===== config.mk =====
export PLATFORM = sky130hd
export DESIGN_NAME = block_field_store
export DESIGN_NICKNAME = d
export VERILOG_FILES = /design/src/rtl/block_field_store.sv
export SDC_FILE = /design/constraint.sdc
export NUM_CORES = 1
export LEC_CHECK = 0
export CAP_MARGIN = 20
export CORE_ASPECT_RATIO = 0.8
export CORE_MARGIN = 2
export CORE_UTILIZATION = 56
export CTS_CLUSTER_DIAMETER = 150
export CTS_CLUSTER_SIZE = 16
export DETAILED_ROUTE_END_ITERATION = 8
export HOLD_SLACK_MARGIN = 0.03
export PLACE_DENSITY = 0.87
export SLEW_MARGIN = 20
export SYNTH_ARGS = -nofsm -noshare
export SYNTH_HDL_FRONTEND = slang
export SYNTH_SLANG_ARGS = --single-unit

===== constraint.sdc =====
create_clock -name CLK -period 2.5 [get_ports CLK]
set_clock_uncertainty 0.1 [all_clocks]
set_input_delay 0.5 -clock CLK [delete_from_list [all_inputs] [get_ports CLK]]
set_output_delay 0.5 -clock CLK [all_outputs]
set_load 0.02 [all_outputs]

===== src/rtl/block_field_store.sv =====
// ---------------------------------------------------------------------------
// block_field_store
//   One-bit-per-brick alive/dead store for the Breakout brick field.
//   A writer port (game controller) kills bricks and requests refills; an
//   independent read-only port serves the renderer. A running count of
//   surviving bricks and a level-cleared flag are maintained alongside.
//
// Parameters
//   ADDR_BITS   brick address width; 2**ADDR_BITS entries
//   NUM_BLOCKS  playable bricks at addresses 0..NUM_BLOCKS-1
//
// Ports
//   CLK          system clock
//   RESET_N      asynchronous active-low reset
//   RD_ADDR      renderer scan address
//   RD_ALIVE     registered alive bit for RD_ADDR (0 while sweeping)
//   CTL_ADDR     controller query/kill address
//   CTL_ALIVE    registered alive bit for CTL_ADDR (0 while sweeping)
//   KILL_REQ     kill request level, sampled only when idle
//   KILL_ACK     one-cycle kill completion pulse
//   KILL_HIT     brick was alive before the kill; holds between kills
//   REFILL       refill request pulse (ignored while sweeping)
//   READY        store idle
//   ALIVE_COUNT  surviving brick count
//   CLEARED      READY and no bricks left
// ---------------------------------------------------------------------------
module block_field_store #(
    parameter int unsigned ADDR_BITS  = 7,
    parameter int unsigned NUM_BLOCKS = 112
) (
    input  logic                 CLK,
    input  logic                 RESET_N,
    input  logic [ADDR_BITS-1:0] RD_ADDR,
    output logic                 RD_ALIVE,
    input  logic [ADDR_BITS-1:0] CTL_ADDR,
    output logic                 CTL_ALIVE,
    input  logic                 KILL_REQ,
    output logic                 KILL_ACK,
    output logic                 KILL_HIT,
    input  logic                 REFILL,
    output logic                 READY,
    output logic [ADDR_BITS:0]   ALIVE_COUNT,
    output logic                 CLEARED
);

    localparam int unsigned           DEPTH        = 1 << ADDR_BITS;
    localparam logic [ADDR_BITS-1:0]  LAST_ADDR    = '1;
    localparam logic [ADDR_BITS-1:0]  ADDR_ONE     = ADDR_BITS'(1);
    localparam logic [ADDR_BITS:0]    CNT_ONE      = (ADDR_BITS + 1)'(1);
    localparam logic [ADDR_BITS:0]    NUM_BLOCKS_W = (ADDR_BITS + 1)'(NUM_BLOCKS);

    typedef enum logic [1:0] {
        S_SWEEP,
        S_IDLE,
        S_KILL_RD,
        S_KILL_DONE
    } state_t;

    state_t                 r_state;
    state_t                 w_next_state;

    logic [DEPTH-1:0]       r_mem;
    logic [ADDR_BITS-1:0]   r_cnt;
    logic [ADDR_BITS-1:0]   r_kill_addr;
    logic [ADDR_BITS:0]     r_alive_count;
    logic                   r_refill_pend;
    logic                   r_rd_alive;
    logic                   r_ctl_alive;
    logic                   r_kill_ack;
    logic                   r_kill_hit;

    logic                   w_refill_req;
    logic                   w_sweep_wr;
    logic                   w_sweep_bit;
    logic                   w_enter_sweep;
    logic                   w_start_kill;
    logic                   w_kill_wr;
    logic                   w_old_bit;
    logic                   w_sweeping;

    // A REFILL pulse arriving in IDLE counts as pending in that same cycle,
    // which is what gives refill priority over a simultaneous KILL_REQ.
    assign w_refill_req = r_refill_pend | REFILL;
    assign w_sweep_bit  = ({1'b0, r_cnt} < NUM_BLOCKS_W);
    assign w_old_bit    = r_mem[r_kill_addr];
    assign w_sweeping   = (r_state == S_SWEEP);

    // -----------------------------------------------------------------------
    // FSM: state register
    // -----------------------------------------------------------------------
    always_ff @(posedge CLK or negedge RESET_N) begin
        if (!RESET_N) begin
            r_state <= S_SWEEP;
        end else begin
            r_state <= w_next_state;
        end
    end

    // -----------------------------------------------------------------------
    // FSM: next state and datapath strobes
    // -----------------------------------------------------------------------
    always_comb begin
        w_next_state  = r_state;
        w_sweep_wr    = 1'b0;
        w_enter_sweep = 1'b0;
        w_start_kill  = 1'b0;
        w_kill_wr     = 1'b0;
        case (r_state)
            S_SWEEP: begin
                w_sweep_wr = 1'b1;
                if (r_cnt == LAST_ADDR) begin
                    w_next_state = S_IDLE;
                end
            end
            S_IDLE: begin
                if (w_refill_req) begin
                    w_next_state  = S_SWEEP;
                    w_enter_sweep = 1'b1;
                end else if (KILL_REQ) begin
                    w_next_state = S_KILL_RD;
                    w_start_kill = 1'b1;
                end
            end
            S_KILL_RD: begin
                w_kill_wr    = 1'b1;
                w_next_state = S_KILL_DONE;
            end
            S_KILL_DONE: begin
                w_next_state = S_IDLE;
            end
            default: begin
                w_next_state = S_SWEEP;
            end
        endcase
    end

    // -----------------------------------------------------------------------
    // Datapath: brick store, sweep counter, alive count, kill handshake
    // -----------------------------------------------------------------------
    always_ff @(posedge CLK or negedge RESET_N) begin
        if (!RESET_N) begin
            r_mem         <= '0;
            r_cnt         <= '0;
            r_kill_addr   <= '0;
            r_alive_count <= '0;
            r_refill_pend <= 1'b0;
            r_rd_alive    <= 1'b0;
            r_ctl_alive   <= 1'b0;
            r_kill_ack    <= 1'b0;
            r_kill_hit    <= 1'b0;
        end else begin
            // Read-first: both ports capture the pre-write contents.
            r_rd_alive  <= r_mem[RD_ADDR];
            r_ctl_alive <= r_mem[CTL_ADDR];
            r_kill_ack  <= 1'b0;

            if (w_sweep_wr) begin
                r_mem[r_cnt] <= w_sweep_bit;
                r_cnt        <= r_cnt + ADDR_ONE;
                if (w_sweep_bit) begin
                    r_alive_count <= r_alive_count + CNT_ONE;
                end
            end

            if (w_enter_sweep) begin
                r_cnt         <= '0;
                r_alive_count <= '0;
            end

            if (w_start_kill) begin
                r_kill_addr <= CTL_ADDR;
            end

            if (w_kill_wr) begin
                r_mem[r_kill_addr] <= 1'b0;
                r_kill_ack         <= 1'b1;
                r_kill_hit         <= w_old_bit;
                if (w_old_bit && (r_alive_count != '0)) begin
                    r_alive_count <= r_alive_count - CNT_ONE;
                end
            end

            if (w_enter_sweep) begin
                r_refill_pend <= 1'b0;
            end else if (!w_sweeping && REFILL) begin
                r_refill_pend <= 1'b1;
            end
        end
    end

    // -----------------------------------------------------------------------
    // Outputs
    // -----------------------------------------------------------------------
    assign RD_ALIVE    = r_rd_alive & ~w_sweeping;
    assign CTL_ALIVE   = r_ctl_alive & ~w_sweeping;
    assign KILL_ACK    = r_kill_ack;
    assign KILL_HIT    = r_kill_hit;
    assign READY       = (r_state == S_IDLE);
    assign ALIVE_COUNT = r_alive_count;
    assign CLEARED     = READY & (r_alive_count == '0);

endmodule

==> results of run 1 <==
==> layout make-up <==
| class | instances | area, µm² |
|---|---|---|
| Fill cell | 1012 | 4700 |
| Timing Repair Buffer | 153 | 1538 |
| Inverter | 9 | 33.78 |
| Clock inverter | 15 | 151.4 |
| Clock buffer | 17 | 425.4 |
| Multi-Input combinational cell | 669 | 5655 |
| Tap cell | 220 | 275.3 |
| Sequential cell | 157 | 3933 |
==> kinds of logic (layout without fill, tap and decap cells) <==
logic type      after synthesis  in the layout  share of synthesized area, %
compound gates              333            333                         18.48
xor+xnor                      5              5                        0.4523
fa+ha+maj                     7              7                        0.9045
buf+inv                      76            194                         3.566
flops                       157            157                         40.57
mux                         162            162                         27.73
simple gates                162            162                         8.296
==> state kept, by name, summed over array words and instances, names as in the netlist <==
| signal | count |
|---|---|
| r_cnt | 7 |
| r_mem | 128 |
| r_rd_alive | 1 |
| r_ctl_alive | 1 |
| r_refill_pend | 1 |
| r_kill_addr | 7 |
| r_state | 2 |
| KILL_ACK | 1 |
| ALIVE_COUNT | 8 |
| KILL_HIT | 1 |
==> through the flow <==
stage / hold WS [ns] / std cells / setup TNS, ns
after detailed placement: 0.4033 / 1188 / -3.635
after floorplan: 0.1044 / 902 / -0.2329
after global routing: 0.4291 / 1240 / -3.389
after CTS: 0.4268 / 1230 / -1.902
final: 0.4080 / 1240 / -3.131
after global placement: 0.3950 / 1188 / -3.015
==> tightest hold or removal path, delay by kind of cell (launching register included) <==
family	cells	cell delay [ns]
flops	1	0.38
buf+inv	1	0.05
compound gates	1	0.05
==> metal layers <==
| layer | vias up | global-route usage, % | part of all wire [%] |
|---|---|---|---|
| li1 | 3697 | - | - |
| met1 | 4622 | 51.41 | 33 |
| met2 | 1132 | 55.85 | 41 |
| met3 | 382 | 19.03 | 18 |
| met4 | 2 | 23.77 | 8.2 |
| met5 | - | 0 | 0.087 |
==> final timing paths <==
path,startpoint,to,cells past startpoint
worst min-delay path,KILL_HIT,KILL_HIT,2
worst max register to register,r_kill_addr[0],ALIVE_COUNT[2],10
max in group asynchronous,RESET_N,r_kill_addr[0],3
min in group asynchronous,RESET_N,r_mem[18],2
worst max-delay path,r_kill_addr[0],ALIVE_COUNT[2],10
worst min register to register,KILL_HIT,KILL_HIT,2
==> synth_stat cells <==
master / n
sky130_fd_sc_hd__a21oi_1: 238
sky130_fd_sc_hd__dfrtp_1: 157
sky130_fd_sc_hd__mux4_2: 84
sky130_fd_sc_hd__mux2i_1: 68
sky130_fd_sc_hd__nor2_1: 47
sky130_fd_sc_hd__clkbuf_1: 37
sky130_fd_sc_hd__o21ai_0: 37
sky130_fd_sc_hd__o22ai_1: 37
sky130_fd_sc_hd__nand2_1: 29
sky130_fd_sc_hd__buf_2: 18
sky130_fd_sc_hd__nor3_1: 16
sky130_fd_sc_hd__nand2b_1: 12
sky130_fd_sc_hd__mux2_2: 10
sky130_fd_sc_hd__and3_1: 8
sky130_fd_sc_hd__nand3_1: 8
sky130_fd_sc_hd__nor2b_1: 8
sky130_fd_sc_hd__ha_1: 7
sky130_fd_sc_hd__inv_1: 7
sky130_fd_sc_hd__nor4_1: 7
sky130_fd_sc_hd__buf_4: 6
sky130_fd_sc_hd__or3_1: 6
sky130_fd_sc_hd__a31oi_1: 5
sky130_fd_sc_hd__a41oi_1: 5
sky130_fd_sc_hd__nand4_1: 5
sky130_fd_sc_hd__or2_2: 5
sky130_fd_sc_hd__a211o_1: 4
sky130_fd_sc_hd__buf_1: 4
sky130_fd_sc_hd__xnor2_1: 3
sky130_fd_sc_hd__and2_0: 2
sky130_fd_sc_hd__and2_1: 2
sky130_fd_sc_hd__buf_6: 2
sky130_fd_sc_hd__clkinv_1: 2
sky130_fd_sc_hd__o31ai_1: 2
sky130_fd_sc_hd__or2_1: 2
sky130_fd_sc_hd__xor2_1: 2
sky130_fd_sc_hd__a211oi_1: 1
sky130_fd_sc_hd__and4_1: 1
sky130_fd_sc_hd__nor3b_1: 1
sky130_fd_sc_hd__nor4b_1: 1
sky130_fd_sc_hd__o211ai_1: 1
sky130_fd_sc_hd__o21ai_1: 1
sky130_fd_sc_hd__o2bb2ai_1: 1
sky130_fd_sc_hd__o41ai_4: 1
sky130_fd_sc_hd__or3b_1: 1
sky130_fd_sc_hd__or4_1: 1
==> power groups by stage <==
stage,Combinational (W),Sequential (W),Clock [W]
CTS,0.00403,0.00305,0.00257
finish,0.00471,0.00307,0.00258
detailed placement,0.00381,0.00308,0
floorplan,0.00222,0.00300,0
global route,0.00481,0.00309,0.00269
global placement,0.00367,0.00306,0
==> cells in the final DEF, fill, tap and decap left out, drive strengths merged, types with 6 or more instances in the layout <==
| master | n |
|---|---|
| a21oi | 238 |
| and3 | 8 |
| buf | 124 |
| clkbuf | 18 |
| clkdlybuf4s50 | 22 |
| clkinv | 6 |
| dfrtp | 157 |
| ha | 7 |
| inv | 16 |
| mux2 | 10 |
| mux2i | 68 |
| mux4 | 84 |
| nand2 | 29 |
| nand2b | 12 |
| nand3 | 8 |
| nor2 | 47 |
| nor2b | 8 |
| nor3 | 16 |
| nor4 | 7 |
| o21ai | 38 |
| o22ai | 37 |
| or2 | 7 |
| or3 | 6 |
==> repair_timing <==
item,CTS,global route
hold buffers,1,0
cloned,2,1
setup endpoints to repair,14,18
gates resized for setup,30,47
pin swaps,3,16
buffers inserted,7,10
hold endpoints to repair,50,0
==> impl_summary.md, run 1 <==
Critical path
Among all stages on the critical path, the largest delay is contributed by sky130_fd_sc_hd__dfrtp_4. The family with the most delay on the worst path is compound AO/OA/AOI/OAI gates. The number of buffers and inverters on the critical path is 3.

At the worst endpoint, the required time is 2.72 ns. Along the worst path, the maximum fanout reaches 8. The peak per-stage delay on the critical path is 0.54 ns. STA classifies the critical path endpoint as a register. The launching element type of the critical path is a register. The worst setup path is of the reg -> reg kind.

The register-to-register path setup slack is -0.45 ns. Traced cell by cell, the critical path runs through buf_8, buf_16, mux2i_1, o22ai_1, o21ai_1, a41oi_2, o41ai_4, buf_12, nor3b_2, or3b_1. The critical path data arrival time is 3.18 ns.

Run status
The final reports fail on design-rule violations, negative setup slack. The run finished, with violations left.

Hold path
The tightest min-delay check is of the reg -> reg type.

Yosys
The share of the yosys chip area belonging to registers is 40.57%. Summing every instance area after synthesis gives 9683 µm². The number of different library cells in the post-synthesis netlist is 45. Yosys printed 0 warnings. The synthesized netlist net count is 927. The cell count after synthesis is 902.

By area the synthesized netlist is led by sky130_fd_sc_hd__dfrtp_1, sky130_fd_sc_hd__mux4_2, sky130_fd_sc_hd__a21oi_1, sky130_fd_sc_hd__mux2i_1, sky130_fd_sc_hd__o22ai_1. Counting flops and latches in the post-synthesis netlist gives 157. A synthesized cell averages 10.74 µm². The fraction of post-synthesis cell area in the top cell type by area is 40.57%.

Summed over all instances, the cell type with the most area after synthesis is sky130_fd_sc_hd__dfrtp_1.

Placement
The worst setup slack before clock tree synthesis is -0.6493 ns. The post-place instance area is 10970 µm². The final HPWL from detailed placement is 23.26 mm. The total of buffers placed on input and output ports is 31. The weighted congestion reported at the end of routability-driven placement is 1.035.

Pwr
The clock network power share is 24.9%. Sequential cells account for 29.7% of the total power. The cell-internal power is 0.006028 W. Of the total power, the share spent switching nets is 41.86%. The design draws 0.01037 W. Summed over all nets, the switching power comes to 0.004340 W. IR analysis of the VDD net gives a maximum drop of 0.4566 mV. The share of total power dissipated in combinational logic is 45.4%. Summed over all cells, the static leakage comes to 5.075 nW. In this run the power density over the cells is 863.1 nW/µm².

Clock network
The tree is rooted in a sky130_fd_sc_hd__clkbuf_16. The clock passes through at most 2 buffers. Clock-pin slew was measured on the worst setup and hold paths at 0.07 ns. The total number of clock tree sinks is 157. The H-tree was split into 4 levels. TritonCTS created 17 clock buffers. The clock tree from TritonCTS is yes. The clock latency at the later pin of the worst-skew pair is 0.45 ns.

Detailed routing
The first detailed-routing pass took 9 iterations. For this run, design rule violations remaining after detail routing come to 41. The final wirelength is 36.76 mm.

The average wire per standard cell is 29.64 µm. The remaining number of nets flagged by the antenna check after routing is 0. Dividing the detail-routed via count by the number of cells gives 7.931. The total via count after detailed routing is 9835. The number of violations reported at the end of detailed-routing iteration 0 is 2146.

Floorplan
The height of the die is 121.6 µm. The die covers 18370 µm². The standard-cell row count is 42.

Measured along the x axis, the die boundary spans 151.0 µm. The number of top-level pins is 32. The area of the core is 16710 µm². For this configuration, the core starts out at a cell density of 57.94%.

Layout
The core occupancy in the finished layout is 71.88%. The repair_antennas step left the layout with diodes totalling 0. The post-route cell area is 12010 µm². The layout overhead on the synthesized area is 24.05%.

The final layout net count is 1032. The share of layout cells above drive strength 1 is 29.12%.

Job
Across the run, the number of max-cap violations was 0.

STA
The max-slew violation total from the final report came to 0. Derived from the worst setup path, the maximum achievable clock frequency is 338.7 MHz. The final-report hold violation count is 0. The minimum setup slack in the final design is -0.4524 ns. Setup violations remaining at the end of the flow were counted as 10.

The worst pin sits at a relative slew slack of 46.49%. The transition time at the pin with the least slew margin is 0.7966 ns. The shortest clock period the worst path allows after layout is 2.952 ns. Setup repair after global routing could not meet its margin everywhere. The post-route fraction of the period consumed by the critical path is 118.1%.

GRT
The via count of the first global-routing pass was 9481. The pin count of the biggest net entering global routing is 54. The global-route wire length before repair is 54.26 mm. Global routing finished with a remaining overflow of 0.

The overall global routing resource usage is 40.20%. The initial antenna violation count is 1.
No activity file was read; power rests on OpenSTA's default activity.
==> run 2: changes to the inputs <==
CORE_MARGIN = default   (was 2)
CORE_UTILIZATION = 58   (was 56)
CTS_BUF_LIST = sky130_fd_sc_hd__clkbuf_4   (was default)
PLACE_DENSITY = 0.89   (was 0.87)
==> run 2 against run 1 <==
Net effect:
- the flow still finishes with violations (design-rule violations, negative setup slack)
- hold slack worse by 0.080 ns
- fmax is 3.3% higher
- sequential cell count did not move
- sequential share of layout area rose by 1.5 points
- cell count decreased by 0.97%
- combinational power decreased by 11%
- die area is 6.2% lower
- clock-buffer cell count up 2
- via count shrank 3.6%
- non-clock buffer count decreased by 10
- critical path depth fell by 1
- first-iteration DRC count is 7.2% lower
- critical path type unchanged
- largest power group unchanged
==> impl_summary.md, run 2 (synthesis gave the netlist of run 1 again) <==
Clock network
The level count of the clock H-tree was 4 (unchanged). The total number of clock tree sinks is 157 (unchanged). The maximum clock insertion buffer count was 2 (unchanged).

The clock tree from TritonCTS is yes. The total CTS buffers came to 17 (unchanged). The root buffer cell chosen for the clock tree is sky130_fd_sc_hd__clkbuf_4.

The clock latency at the later pin of the worst-skew pair was 0.59 ns (+0.14 ns). The clock-pin slew reported for the worst setup and hold paths after clock tree synthesis is 0.15 ns (+0.08 ns).

Critical path
The launching element type of the critical path is a register. The slowest library cell on the worst path is sky130_fd_sc_hd__dfrtp_4. The logic depth of the worst register-to-register path came to 9 (-1). By instance count, the cell type seen most on the critical path is sky130_fd_sc_hd__buf_12. On the critical path the largest part of the delay comes from compound AO/OA/AOI/OAI gates. The launch instance of the worst register-to-register path is r_kill_addr[0]. The largest driver fanout on the critical path was 30 (+22).

The critical path data arrival time came to 3.23 ns (+0.05 ns). The critical path is of the reg -> reg type. The number of buffers and inverters on the critical path came to 2 (-1). The peak per-stage delay on the critical path is 0.48 ns (-0.06 ns). The register-to-register path setup slack came to -0.36 ns (+0.09 ns). The worst register-to-register path ends at ALIVE_COUNT[2]. STA classifies the critical path endpoint as a register. The required time at the worst-slack endpoint is 2.87 ns (+0.15 ns).

Traced cell by cell, the critical path runs through buf_12, mux2i_1, o22ai_1, o21ai_2, a41oi_2, o41ai_4, buf_12, nor4b_1, or3b_1.

Layout
The flip-flop count of the largest register, all copies and words added was 128 (unchanged). The final layout net count is 1022 (-0.97%). The layout overhead on the synthesized area is 18.49%.

The library cells used most frequently in the layout, excluding fill and tap cells, are sky130_fd_sc_hd__a21oi_1, sky130_fd_sc_hd__dfrtp_1, sky130_fd_sc_hd__buf_4, sky130_fd_sc_hd__mux4_2, sky130_fd_sc_hd__mux2i_1. The leading cell type in the layout, fill and taps excluded is sky130_fd_sc_hd__a21oi_1. The final non-filler cell total came to 1228 (-0.97%). The share of layout cells above drive strength 1 is 26.73% (-2.4 points). The register name with the most flops is r_mem.

Detailed routing
The average wire per standard cell is 27.48 µm (-7.3%). The detailed-routing iteration count for the pre-antenna-repair pass is 9 (unchanged). The number of violations reported at the end of detailed-routing iteration 0 is 1992 (-7.2%).

The remaining number of nets flagged by the antenna check after routing is 0 (unchanged). The total via count after detailed routing is 9480 (-3.6%). The number of vias per cell after detailed routing came to 7.720 (-2.7%). The final wirelength is 33.74 mm (-8.2%).

The remaining design rule violation count came to 4 (-90%).

GRT
The pin count of the biggest net entering global routing is 57 (+5.6%). The via count of the first global-routing pass is 9121 (-3.8%). The total congestion overflow was 0 (unchanged). The global-route wire length before repair is 51.73 mm (-4.7%). The initial antenna violation count is 2 (+1). The overall global routing resource usage is 40.22% (about the same).

Placement
The final HPWL from detailed placement is 22.61 mm (-2.8%). The worst setup slack before clock tree synthesis is -0.6120 ns (+0.03731 ns). The total of buffers placed on input and output ports is 31 (unchanged). The weighted congestion reported at the end of routability-driven placement is 1.054 (+1.8%).

The instance count after placement with tap cells included came to 1186 (-0.17%).

Floorplan
The height of the die is 117.6 µm (-3.3%). The initial core utilization is 60.31% (+2.4 points). The standard-cell row count is 41 (-2.4%). The area of the die is 17220 µm² (-6.2%). The width of the die is 146.5 µm (-3.0%).

The number of top-level pins is 32 (unchanged). The area of the core is 16060 µm² (-3.9%).

Pwr
The worst-case vdd ir drop is 0.4651 mV (+1.9%). The power density over cell area was 765.5 nW/µm² (-11%). The leakage dissipation is 4.890 nW (-3.6%).

Hold path
The min-delay analysis places its worst path in the category in -> async.

STA
The transition time at the pin with the least slew margin came to 0.7638 ns (-0.03281 ns). The final-report hold violation count is 0 (unchanged). The final setup violation count was 10 (unchanged).

The worst relative slew slack was 48.89% (+2.4 points). The max-slew violation total from the final report is 0 (unchanged). The minimum setup slack in the final design is -0.3592 ns (+0.09322 ns). The shortest clock period the worst path allows after layout is 2.859 ns (-0.09322 ns).

The achievable frequency came to 349.7 MHz (+3.3%). Setup repair after global routing could not meet its margin everywhere. The final hold slack is 0.3284 ns (-0.07954 ns).

The post-route fraction of the period consumed by the critical path is 114.4% (-3.7 points).

Run status
The run finished, with violations left. The checks that failed: design-rule violations, negative setup slack.

Job
The max-cap violation count is 0 (unchanged).
run 2: cell count changes in the layout (fill, tap and decap cells not counted), moves of 4 or more:
cell,before,now
sky130_fd_sc_hd__clkbuf_16,18,1
sky130_fd_sc_hd__mux2i_4,4,0
sky130_fd_sc_hd__mux2i_1,59,67
sky130_fd_sc_hd__buf_4,95,89
sky130_fd_sc_hd__clkbuf_4,0,19
sky130_fd_sc_hd__inv_8,6,0
sky130_fd_sc_hd__clkinv_2,0,5
sky130_fd_sc_hd__mux2i_2,5,1
run 2: per-stage QoR:
stage	power (W)	area (µm²)	TNS, ns	utilization, %
final	0.008783	11470	-2.328	71.46
after detailed placement	0.006900	11010	-2.833	68.59
after CTS	0.008460	11390	-0.9938	70.92
after global placement	0.006763	11010	-2.324	68.59
after floorplan	0.005215	9821	-0.2329	-
after global routing	0.009032	11470	-2.796	71.46
run 2: what timing repair did:
| item | 4_1_cts | 5_1_grt |
|---|---|---|
| pin swaps | 3 | 4 |
| cloned | 1 | 1 |
| setup endpoints to repair | 14 | 14 |
| hold endpoints to repair | 54 | 0 |
| hold buffers | 1 | 0 |
| setup buffers | 1 | 3 |
| gates resized for setup | 38 | 14 |
run 2: how the worst max path moves through the flow:
stage | startpoint | endpoint | slack (ns) | cells past startpoint
after detailed placement | RD_ADDR[1] | r_rd_alive | -0.61 | 6
final | r_kill_addr[0] | ALIVE_COUNT[2] | -0.36 | 9
after global routing | r_kill_addr[0] | ALIVE_COUNT[2] | -0.37 | 9
after CTS | r_kill_addr[0] | ALIVE_COUNT[2] | -0.18 | 9
after floorplan | CTL_ADDR[0] | r_ctl_alive | -0.12 | 6
after global placement | CTL_ADDR[1] | r_ctl_alive | -0.60 | 6
run 2: layer usage:
metal	global-route usage, %	wire, µm	vias up
li1	-	-	3675
met1	52.30	11450	4440
met2	55.03	13870	1052
met3	19.34	5970	313
met4	22.33	2454	0
met5	0	0	-
run 2: where the power goes:
part / internal [W] / leakage, nW / switching (W)
clock: 0.000601 / 0.147 / 0.000930
combinational: 0.00172 / 2.60 / 0.00250
sequential: 0.00276 / 2.14 / 0.000285
total: 0.00507 / 4.89 / 0.00371
run 2: area by class of cell:
cell class | instances | area (µm²)
clock buffer | 19 | 142.6
inverter | 9 | 33.78
antenna | 3 | 7.507
clock inverter | 13 | 125.1
multi-input combinational | 669 | 5528
sequential | 157 | 3933
tap | 215 | 269.0
timing repair buffer | 143 | 1435
fill | 1035 | 4583
